--- config.mk ---
export PLATFORM = sky130hd
export DESIGN_NAME = sdcard_arbiter
export DESIGN_NICKNAME = d
export VERILOG_FILES = /design/src/rtl/sdcard_arbiter_pkg.sv /design/src/rtl/sdcard_arbiter_rr_pick.sv /design/src/rtl/sdcard_arbiter.sv
export SDC_FILE = /design/constraint.sdc
export NUM_CORES = 1
export LEC_CHECK = 0
export ABC_AREA = 1
export ABC_CLOCK_PERIOD_IN_PS = 4300
export BUFFER_PORTS_ARGS = -buffer_cell sky130_fd_sc_hd__buf_4
export CAP_MARGIN = 40
export CORE_MARGIN = 3
export CORE_UTILIZATION = 56
export CTS_CLUSTER_SIZE = 28
export DETAILED_ROUTE_END_ITERATION = 7
export HOLD_SLACK_MARGIN = 0.15
export PLACE_DENSITY = 0.81
export SYNTH_ARGS = -nofsm -noshare
export SYNTH_HDL_FRONTEND = slang
export SYNTH_SLANG_ARGS = --single-unit
--- constraint.sdc ---
create_clock -name clk_p -period 4.3 [get_ports clk_p]
set_input_delay 0.215 -clock clk_p [delete_from_list [all_inputs] [get_ports clk_p]]
set_output_delay 0.215 -clock clk_p [all_outputs]
set_load 0.01 [all_outputs]
--- src/rtl/sdcard_arbiter_pkg.sv ---
// Shared definitions for the SD card arbiter: FSM state codes, idle card pin
// levels and a small bit-select helper.
package sdcard_arbiter_pkg;

    localparam logic [1:0] ARB_IDLE    = 2'd0;
    localparam logic [1:0] ARB_GRANT   = 2'd1;
    localparam logic [1:0] ARB_RELEASE = 2'd2;

    localparam logic SD_CS_IDLE   = 1'b1;
    localparam logic SD_MOSI_IDLE = 1'b1;
    localparam logic SD_SCLK_IDLE = 1'b0;

    // Select one bit of a requester vector padded out to the 3-bit index range.
    function automatic logic sel8(input logic [7:0] vec, input logic [2:0] idx);
        return vec[idx];
    endfunction

endpackage

--- src/rtl/sdcard_arbiter_rr_pick.sv ---
// Combinational round-robin picker: first set request bit scanning upward
// from ptr+1, wrapping modulo N_REQ.
module rr_pick #(
    parameter int N_REQ = 4
) (
    input  logic [N_REQ-1:0] req,
    input  logic [2:0]       ptr,
    output logic [2:0]       idx,
    output logic             found
);

    logic [7:0] req_ext_s;

    assign req_ext_s = 8'(req);

    // Scan candidates in priority order; the first hit wins.
    always_comb begin
        logic [2:0] cand;
        idx   = 3'd0;
        found = 1'b0;
        cand  = 3'd0;
        for (int k = 1; k <= N_REQ; k++) begin
            cand = 3'((int'(ptr) + k) % N_REQ);
            if (!found && req_ext_s[cand]) begin
                found = 1'b1;
                idx   = cand;
            end else begin
                idx = idx;
            end
        end
    end

endmodule

--- src/rtl/sdcard_arbiter.sv ---
// Round-robin owner of the shared SD card: runs the sdreq/sdack handshake and
// steers the granted requester's SPI pins onto the card socket.
module sdcard_arbiter
    import sdcard_arbiter_pkg::*;
#(
    parameter int N_REQ = 4,
    parameter int GAP   = 4
) (
    input  logic             clk_p,
    input  logic             sys_init,
    input  logic [N_REQ-1:0] sdreq,
    output logic [N_REQ-1:0] sdack,
    input  logic [N_REQ-1:0] req_cs,
    input  logic [N_REQ-1:0] req_mosi,
    input  logic [N_REQ-1:0] req_sclk,
    output logic [N_REQ-1:0] req_miso,
    output logic             sdcard_cs,
    output logic             sdcard_mosi,
    output logic             sdcard_sclk,
    input  logic             sdcard_miso,
    output logic             busy,
    output logic [2:0]       owner
);

    if (N_REQ < 2 || N_REQ > 8) begin : g_bad_n_req
        $error("sdcard_arbiter: N_REQ must be in 2..8");
    end
    if (GAP < 1 || GAP > 255) begin : g_bad_gap
        $error("sdcard_arbiter: GAP must be in 1..255");
    end

    logic [1:0]       state_r;
    logic [2:0]       owner_r;
    logic [7:0]       gap_r;
    logic [N_REQ-1:0] sdack_r;
    logic             busy_r;
    logic [2:0]       pick_idx_s;
    logic             pick_found_s;
    logic [7:0]       sdreq_ext_s;
    logic [7:0]       cs_ext_s;
    logic [7:0]       mosi_ext_s;
    logic [7:0]       sclk_ext_s;
    logic             cs_s;
    logic             mosi_s;
    logic             sclk_s;

    assign sdreq_ext_s = 8'(sdreq);
    assign cs_ext_s    = 8'(req_cs);
    assign mosi_ext_s  = 8'(req_mosi);
    assign sclk_ext_s  = 8'(req_sclk);

    rr_pick #(.N_REQ(N_REQ)) u_rr_pick (
        .req   (sdreq),
        .ptr   (owner_r),
        .idx   (pick_idx_s),
        .found (pick_found_s)
    );

    // Grant FSM; owner resets to the last index so requester 0 wins first.
    always_ff @(posedge clk_p) begin
        if (sys_init) begin
            state_r <= ARB_IDLE;
            owner_r <= 3'(N_REQ - 1);
            gap_r   <= 8'd0;
            sdack_r <= {N_REQ{1'b0}};
            busy_r  <= 1'b0;
        end else begin
            case (state_r)
                ARB_IDLE: begin
                    if (pick_found_s) begin
                        owner_r <= pick_idx_s;
                        state_r <= ARB_GRANT;
                        busy_r  <= 1'b1;
                        for (int i = 0; i < N_REQ; i++) begin
                            sdack_r[i] <= (pick_idx_s == 3'(i));
                        end
                    end
                end
                ARB_GRANT: begin
                    if (!sel8(sdreq_ext_s, owner_r)) begin
                        sdack_r <= {N_REQ{1'b0}};
                        gap_r   <= 8'(GAP - 1);
                        state_r <= ARB_RELEASE;
                        busy_r  <= 1'b0;
                    end
                end
                ARB_RELEASE: begin
                    if (gap_r == 8'd0) begin
                        state_r <= ARB_IDLE;
                    end else begin
                        gap_r <= gap_r - 8'd1;
                    end
                end
                default: begin
                    state_r <= ARB_IDLE;
                    sdack_r <= {N_REQ{1'b0}};
                    busy_r  <= 1'b0;
                end
            endcase
        end
    end

    // Card pin mux: select comes only from registers, so it never glitches mid-cycle.
    always_comb begin
        cs_s   = SD_CS_IDLE;
        mosi_s = SD_MOSI_IDLE;
        sclk_s = SD_SCLK_IDLE;
        if (state_r == ARB_GRANT) begin
            cs_s   = sel8(cs_ext_s, owner_r);
            mosi_s = sel8(mosi_ext_s, owner_r);
            sclk_s = sel8(sclk_ext_s, owner_r);
        end else begin
            cs_s   = SD_CS_IDLE;
            mosi_s = SD_MOSI_IDLE;
            sclk_s = SD_SCLK_IDLE;
        end
    end

    assign sdcard_cs   = cs_s;
    assign sdcard_mosi = mosi_s;
    assign sdcard_sclk = sclk_s;
    assign req_miso    = {N_REQ{sdcard_miso}};
    assign sdack       = sdack_r;
    assign busy        = busy_r;
    assign owner       = owner_r;

endmodule

Word level (Yosys, flattened, before mapping)

Cells that the tools add are included.

Order comparisons: 5
$add $sub $neg: 5
Reductions and logical operators: 18
Bitwise logic cells: 5
Equal/unequal tests: 9
Multiplexer cells: 40

Operator list:

| cell                  | number |
|---|---|
| $bmux W1 S3           | 8 |
| $lt A3 B4 Y1 const B  | 5 |
| $mux W1               | 17 |
| $mux W8               | 2 |
| $pmux W8 S2           | 1 |
| $mux W3               | 4 |
| $pmux W4 S3           | 1 |
| $reduce_and A3 Y1     | 3 |
| $logic_not A8 Y1      | 1 |
| $mux W4               | 2 |
| $ne A2 B2 Y1 const B  | 4 |
| $reduce_or A2 Y1      | 4 |
| $sub A8 B1 Y8 const B | 1 |
| $eq A3 B2 Y1 const B  | 2 |
| $mux W2               | 3 |
| $pmux W2 S3           | 1 |
| $add A2 B1 Y2 const B | 2 |
| $add A2 B2 Y2 const B | 2 |
| $and A1 B1 Y1 const A | 4 |
| $eq A3 B1 Y1 const B  | 1 |
| $logic_and A1 B1 Y1   | 3 |
| $logic_not A1 Y1      | 3 |
| $logic_not A3 Y1      | 1 |
| $pmux W1 S3           | 1 |
| other kinds (6)       | 6 |

Logic and storage cells: 87
Output and inout port bits: 15
Flip-flop bits (word level): 18
Bits of input ports: 19

Depth between registers and ports, before layout

Word-level depth: 18
Gate-level depth with buffers: 14

By module

A second synthesis with hierarchy kept.

Cells, all modules: 226
Area, all modules: 1425.1 um^2

Modules (own cells, without submodules):

| module         | times used | area each (um^2) | cells each |
|---|---|---|---|
| sdcard_arbiter | 1          | 1123.6           | 175 |
| rr_pick        | 1          | 301.5            | 51 |

Least setup slack after synthesis

No wires, ideal clock.

Path kind: register -> register
Start point: register owner_r[0], in the netlist owner[0]
End point: register owner_r[0], in the netlist owner[0]
Library setup time: 117 ps
Arrival: 1341 ps
Stages on the path, launching flop included: 13
Path buffers: 1
Setup slack: 2842 ps
Path through: dfxtp_1 > buf_6 > inv_8 > nand2_1 > nand2_2 > nand2_2 > nand2_4 > nor2_4 > nand3_2 > nand2_4 > nor2_4 > a21oi_1 > nand2_1

Word-level cells in the longest chain between the ends: 16
Elaborated cells on any way between the ends: 35

RTL lines:

| element                            | RTL line                     | source |
|---|---|---|
| from (decl)                        | sdcard_arbiter.sv:33         | `logic [2:0] owner_r;` |
| from (signal assigned)             | sdcard_arbiter.sv:63         | `owner_r <= 3'(N_REQ - 1);` |
| from (signal assigned)             | sdcard_arbiter.sv:71         | `owner_r <= pick_idx_s;` |
| $add A2 B1 Y2                      | sdcard_arbiter_rr_pick.sv:23 | `cand = 3'((int'(ptr) + k) % N_REQ);` |
| $reduce_or A2 Y1 (no source line)  | -                            |  |
| $and A1 B1 Y1 (no source line)     | -                            |  |
| $bmux W1 S3                        | sdcard_arbiter_rr_pick.sv:24 | `if (!found && req_ext_s[cand]) begin` |
| $mux W1 (implied by the code)      | sdcard_arbiter_rr_pick.sv:24 |  |
| $mux W1                            | sdcard_arbiter_rr_pick.sv:24 |  |
| $logic_not A1 Y1                   | sdcard_arbiter_rr_pick.sv:24 |  |
| $logic_and A1 B1 Y1                | sdcard_arbiter_rr_pick.sv:24 |  |
| $mux W1                            | sdcard_arbiter_rr_pick.sv:24 |  |
| $logic_not A1 Y1                   | sdcard_arbiter_rr_pick.sv:24 |  |
| $logic_and A1 B1 Y1                | sdcard_arbiter_rr_pick.sv:24 |  |
| $mux W1                            | sdcard_arbiter_rr_pick.sv:24 |  |
| $logic_not A1 Y1                   | sdcard_arbiter_rr_pick.sv:24 |  |
| $logic_and A1 B1 Y1                | sdcard_arbiter_rr_pick.sv:24 |  |
| $mux W1                            | sdcard_arbiter_rr_pick.sv:24 |  |
| $reduce_and A2 Y1 (no source line) | -                            |  |

Parallel ways exist; a longest one is shown, timed or not. The select of a mux whose other input is x is not followed.
A chain may end at the register's enable or synchronous reset.

Worst setup path in the final report

Start point: register owner_r[0], in the netlist owner[0]
End point: output sdcard_mosi

Word-level cells in the longest chain between the ends: 3

RTL lines:

| element                       | RTL line                 | source |
|---|---|---|
| $bmux W1 S3                   | sdcard_arbiter_pkg.sv:15 | `return vec[idx];` |
| $mux W1 (implied by the code) | sdcard_arbiter_pkg.sv:15 |  |
| $mux W1                       | sdcard_arbiter.sv:108    | `if (state_r == ARB_GRANT) begin` |
| to (decl)                     | sdcard_arbiter.sv:18     | `output logic sdcard_mosi,` |

No other way between the ends. The select of a mux whose other input is x is not followed.

==> flow_metrics.py <==
metrics = {
    "die": {
        "design.core.area_sq_mm": 0.00204,
        "start_util_pct": 61.3,
        "dieArea_sq_mm": 0.00284,
        "die-width_microns": 53.3,
        "io_pins": 34,
        "die_h_microns": 53.3,
        "rows": 16,
    },
    "logic_synthesis": {
        "synth-seq-area-share_pct": 27.2,
        "syn_avg_cell_area_sq_um": 6.84,
        "ys_async_sr_fraction_pct": 0,
        "synth_edf_count": 0,
        "synth_ff_type": "dfxtp_1",
        "ys_types": 33,
        "synthCells": 183,
        "synth.largest_area_cell": "dfxtp_1",
        "yosysMostFrequentCell": "nand2_1",
        "ys_ff_latch": 17,
        "synth_top_area_share_pct": 27.2,
        "yosys_warnings": 0,
        "netlist_area_sq_mm": 0.00125,
        "syn-num-nets": 204,
        "synth.top_cells.by_area": "dfxtp_1 27%, nand2_1 14%, nand2_2 7.5%",
        "yosys-top-cells-count": "48 x nand2_1, 17 x dfxtp_1, 16 x inv_1, 15 x nand2_2, 13 x nand3_1",
    },
    "global_routing": {
        "grt_usage_pct": 21.8,
        "grt_pass1_wl_mm": 4.64,
        "grt_pass1_vias": 1132,
        "antenna_found_initial": 0,
        "overflow": 0,
        "grt_max_degree": 13,
    },
    "route": {
        "wirelength_mm": 2.71,
        "ant_nets": 0,
        "drc": 0,
        "initialDrtViolationCount": 36,
        "viasPerCell": 5.24,
        "dr_total_vias": 1220,
        "firstDrtPassIters": 4,
        "wl_per_cell_microns": 11.6,
    },
    "cells_and_area": {
        "fillers": 182,
        "num_antenna_cells": 0,
        "area_growth_pct": 15.6,
        "nNetsFinal": 228,
        "drive_gt1_share_pct": 33.0,
        "final_area_sq_mm": 0.00145,
        "regArea_sq_um": 340,
        "multiInputGateArea_sq_um": 734,
    },
    "sta": {
        "fmax_mhz": 512,
        "period_minus_slack_ns": 1.95,
        "setup_viol_count_final": 0,
        "rsz0062_at_grt": "no",
        "fin_crit_sh_pct": 45.4,
        "hold_violations": 0,
        "slew_violations": 0,
        "fin_tns_setup_ns": 0,
        "clock_skew_ns": 0.0123,
    },
    "min_path": {
        "min_path_type": "in2reg",
    },
    "clock_tree": {
        "clockBufferDepth": 2,
        "htree_levels": 1,
        "cts.sink_count": 17,
        "clk_latency_ns": 0.29,
        "ctsHoldBuffers": 0,
        "post_cts_buffers": 0,
        "cts_tree": "done",
        "numCtsBuffers": 3,
        "clockRootBuffer": "clkbuf_4",
        "path_clk_slew_ns": 0.09,
        "ctsResizeCount": 0,
    },
    "critical_path": {
        "worstPathArrival_ns": 1.74,
        "required_ns": 4.09,
        "end_kind": "output port",
        "crit_path_end": "sdcard_mosi",
        "path_max_fanout": 10,
        "r2r_slack_ns": 2.55,
        "worstSetupStartpoint": "owner[0]",
        "r2r-end": "owner[0]",
        "crit_type": "reg2out",
        "crit_path_start_kind": "register",
        "r2r_start": "owner[0]",
        "reg2reg_depth": 11,
    },
    "placed_design": {
        "place_area_sq_mm": 0.00142,
        "portBuffers": 27,
        "place_congestion": 0.813,
        "post-dp-hpwl_mm": 2.18,
    },
    "power": {
        "ir_worst_vdd_v": 0.000536,
        "finalPower_mw": 1.17,
        "powerDensity_mw_per_mm2": 811,
        "p_leak_nw": 0.692,
    },
    "run_status": {
        "status": "completed",
    },
    "flow_run": {
        "drv_cap": 0,
    },
}
[layer usage]
layer	share of wire [%]	global-route usage (%)	vias up
li1	-	-	624
met1	47	29.0	542
met2	43	35.1	47
met3	7.7	2.82	7
met4	1.8	8.51	0
met5	0	0	-
[flip-flops by register name, summed over array words and instances (netlist names)]
| name | flops |
|---|---|
| owner | 2 |
| gap_r | 8 |
| state_r | 2 |
| sdack | 4 |
| busy | 1 |
[where the power goes]
part	switching (mW)	internal, mW	leakage (nW)
Clock	0.0510	0.0346	0.0177
Combinational	0.499	0.304	0.535
Sequential	0.0670	0.219	0.139
Total	0.617	0.557	0.692
[worst max-delay path, stage by stage (launching register included)]
cell and delay, ns:
dfxtp_1 0.64, inv_8 0.09, nand2_2 0.11, inv_1 0.06
nand2_1 0.05, nand2_1 0.04, a221oi_1 0.22, nand2_1 0.09
buf_4 0.15
[how the worst min path moves through the flow]
| stage | slack, ns | cells past startpoint | start | end |
|---|---|---|---|---|
| finish | 0.18 | 2 | sys_init | sdack[3] |
| detailed placement | 0.43 | 0 | sdcard_miso | req_miso[3] |
| CTS | 0.17 | 2 | sys_init | sdack[3] |
| global placement | 0.43 | 0 | sdcard_miso | req_miso[3] |
| floorplan | 0.32 | 2 | sys_init | owner[1] |
| global route | 0.18 | 2 | sys_init | sdack[3] |
[cell families (layout without fill, tap and decap cells)]
kind of cell / after synthesis / in the layout / share of synthesized area (%)
AND/OR/NAND/NOR: 102 / 102 / 40.9
buffers and inverters: 33 / 56 / 14.2
flip-flops: 17 / 17 / 27.2
XOR/XNOR: 3 / 3 / 2.10
adder cells (fa/ha/maj): 2 / 2 / 2.00
AO/OA/AOI/OAI: 25 / 25 / 13.4
other: 1 / 1 / 0.299
[cell type report]
type	count	area share, %
repair buffers	27	14.0
well taps	27	2.33
multi-input cells	133	50.7
flip-flops and latches	17	23.5
clock inverters	1	0.346
clock buffers	3	1.56
inverters	25	7.52
[metrics by stage]
stage          instances  hold WS [ns]  utilization (%)  setup WS (ns)
6_report             233         0.180             70.9           2.35
4_1_cts              233         0.173             70.9           2.34
3_5_place_dp         229         0.431             69.5           2.56
5_1_grt              233         0.180             70.9           2.17
2_1_floorplan        183         0.320                -           2.84
3_3_place_gp         229         0.431             69.5           2.57
[cells in the final DEF (no fill, tap or decap), types with 3 or more instances in the layout]
master and count:
nand2_1 48, nand3_1 13, nor2_1 11, inv_1 16
inv_2 5, clkbuf_4 3, nand4_1 6, dfxtp_1 17
a21oi_2 4, nand2_4 4, buf_4 27, a21oi_1 12
nand2_2 15
Note: power is estimated with default switching activity, not from simulation.
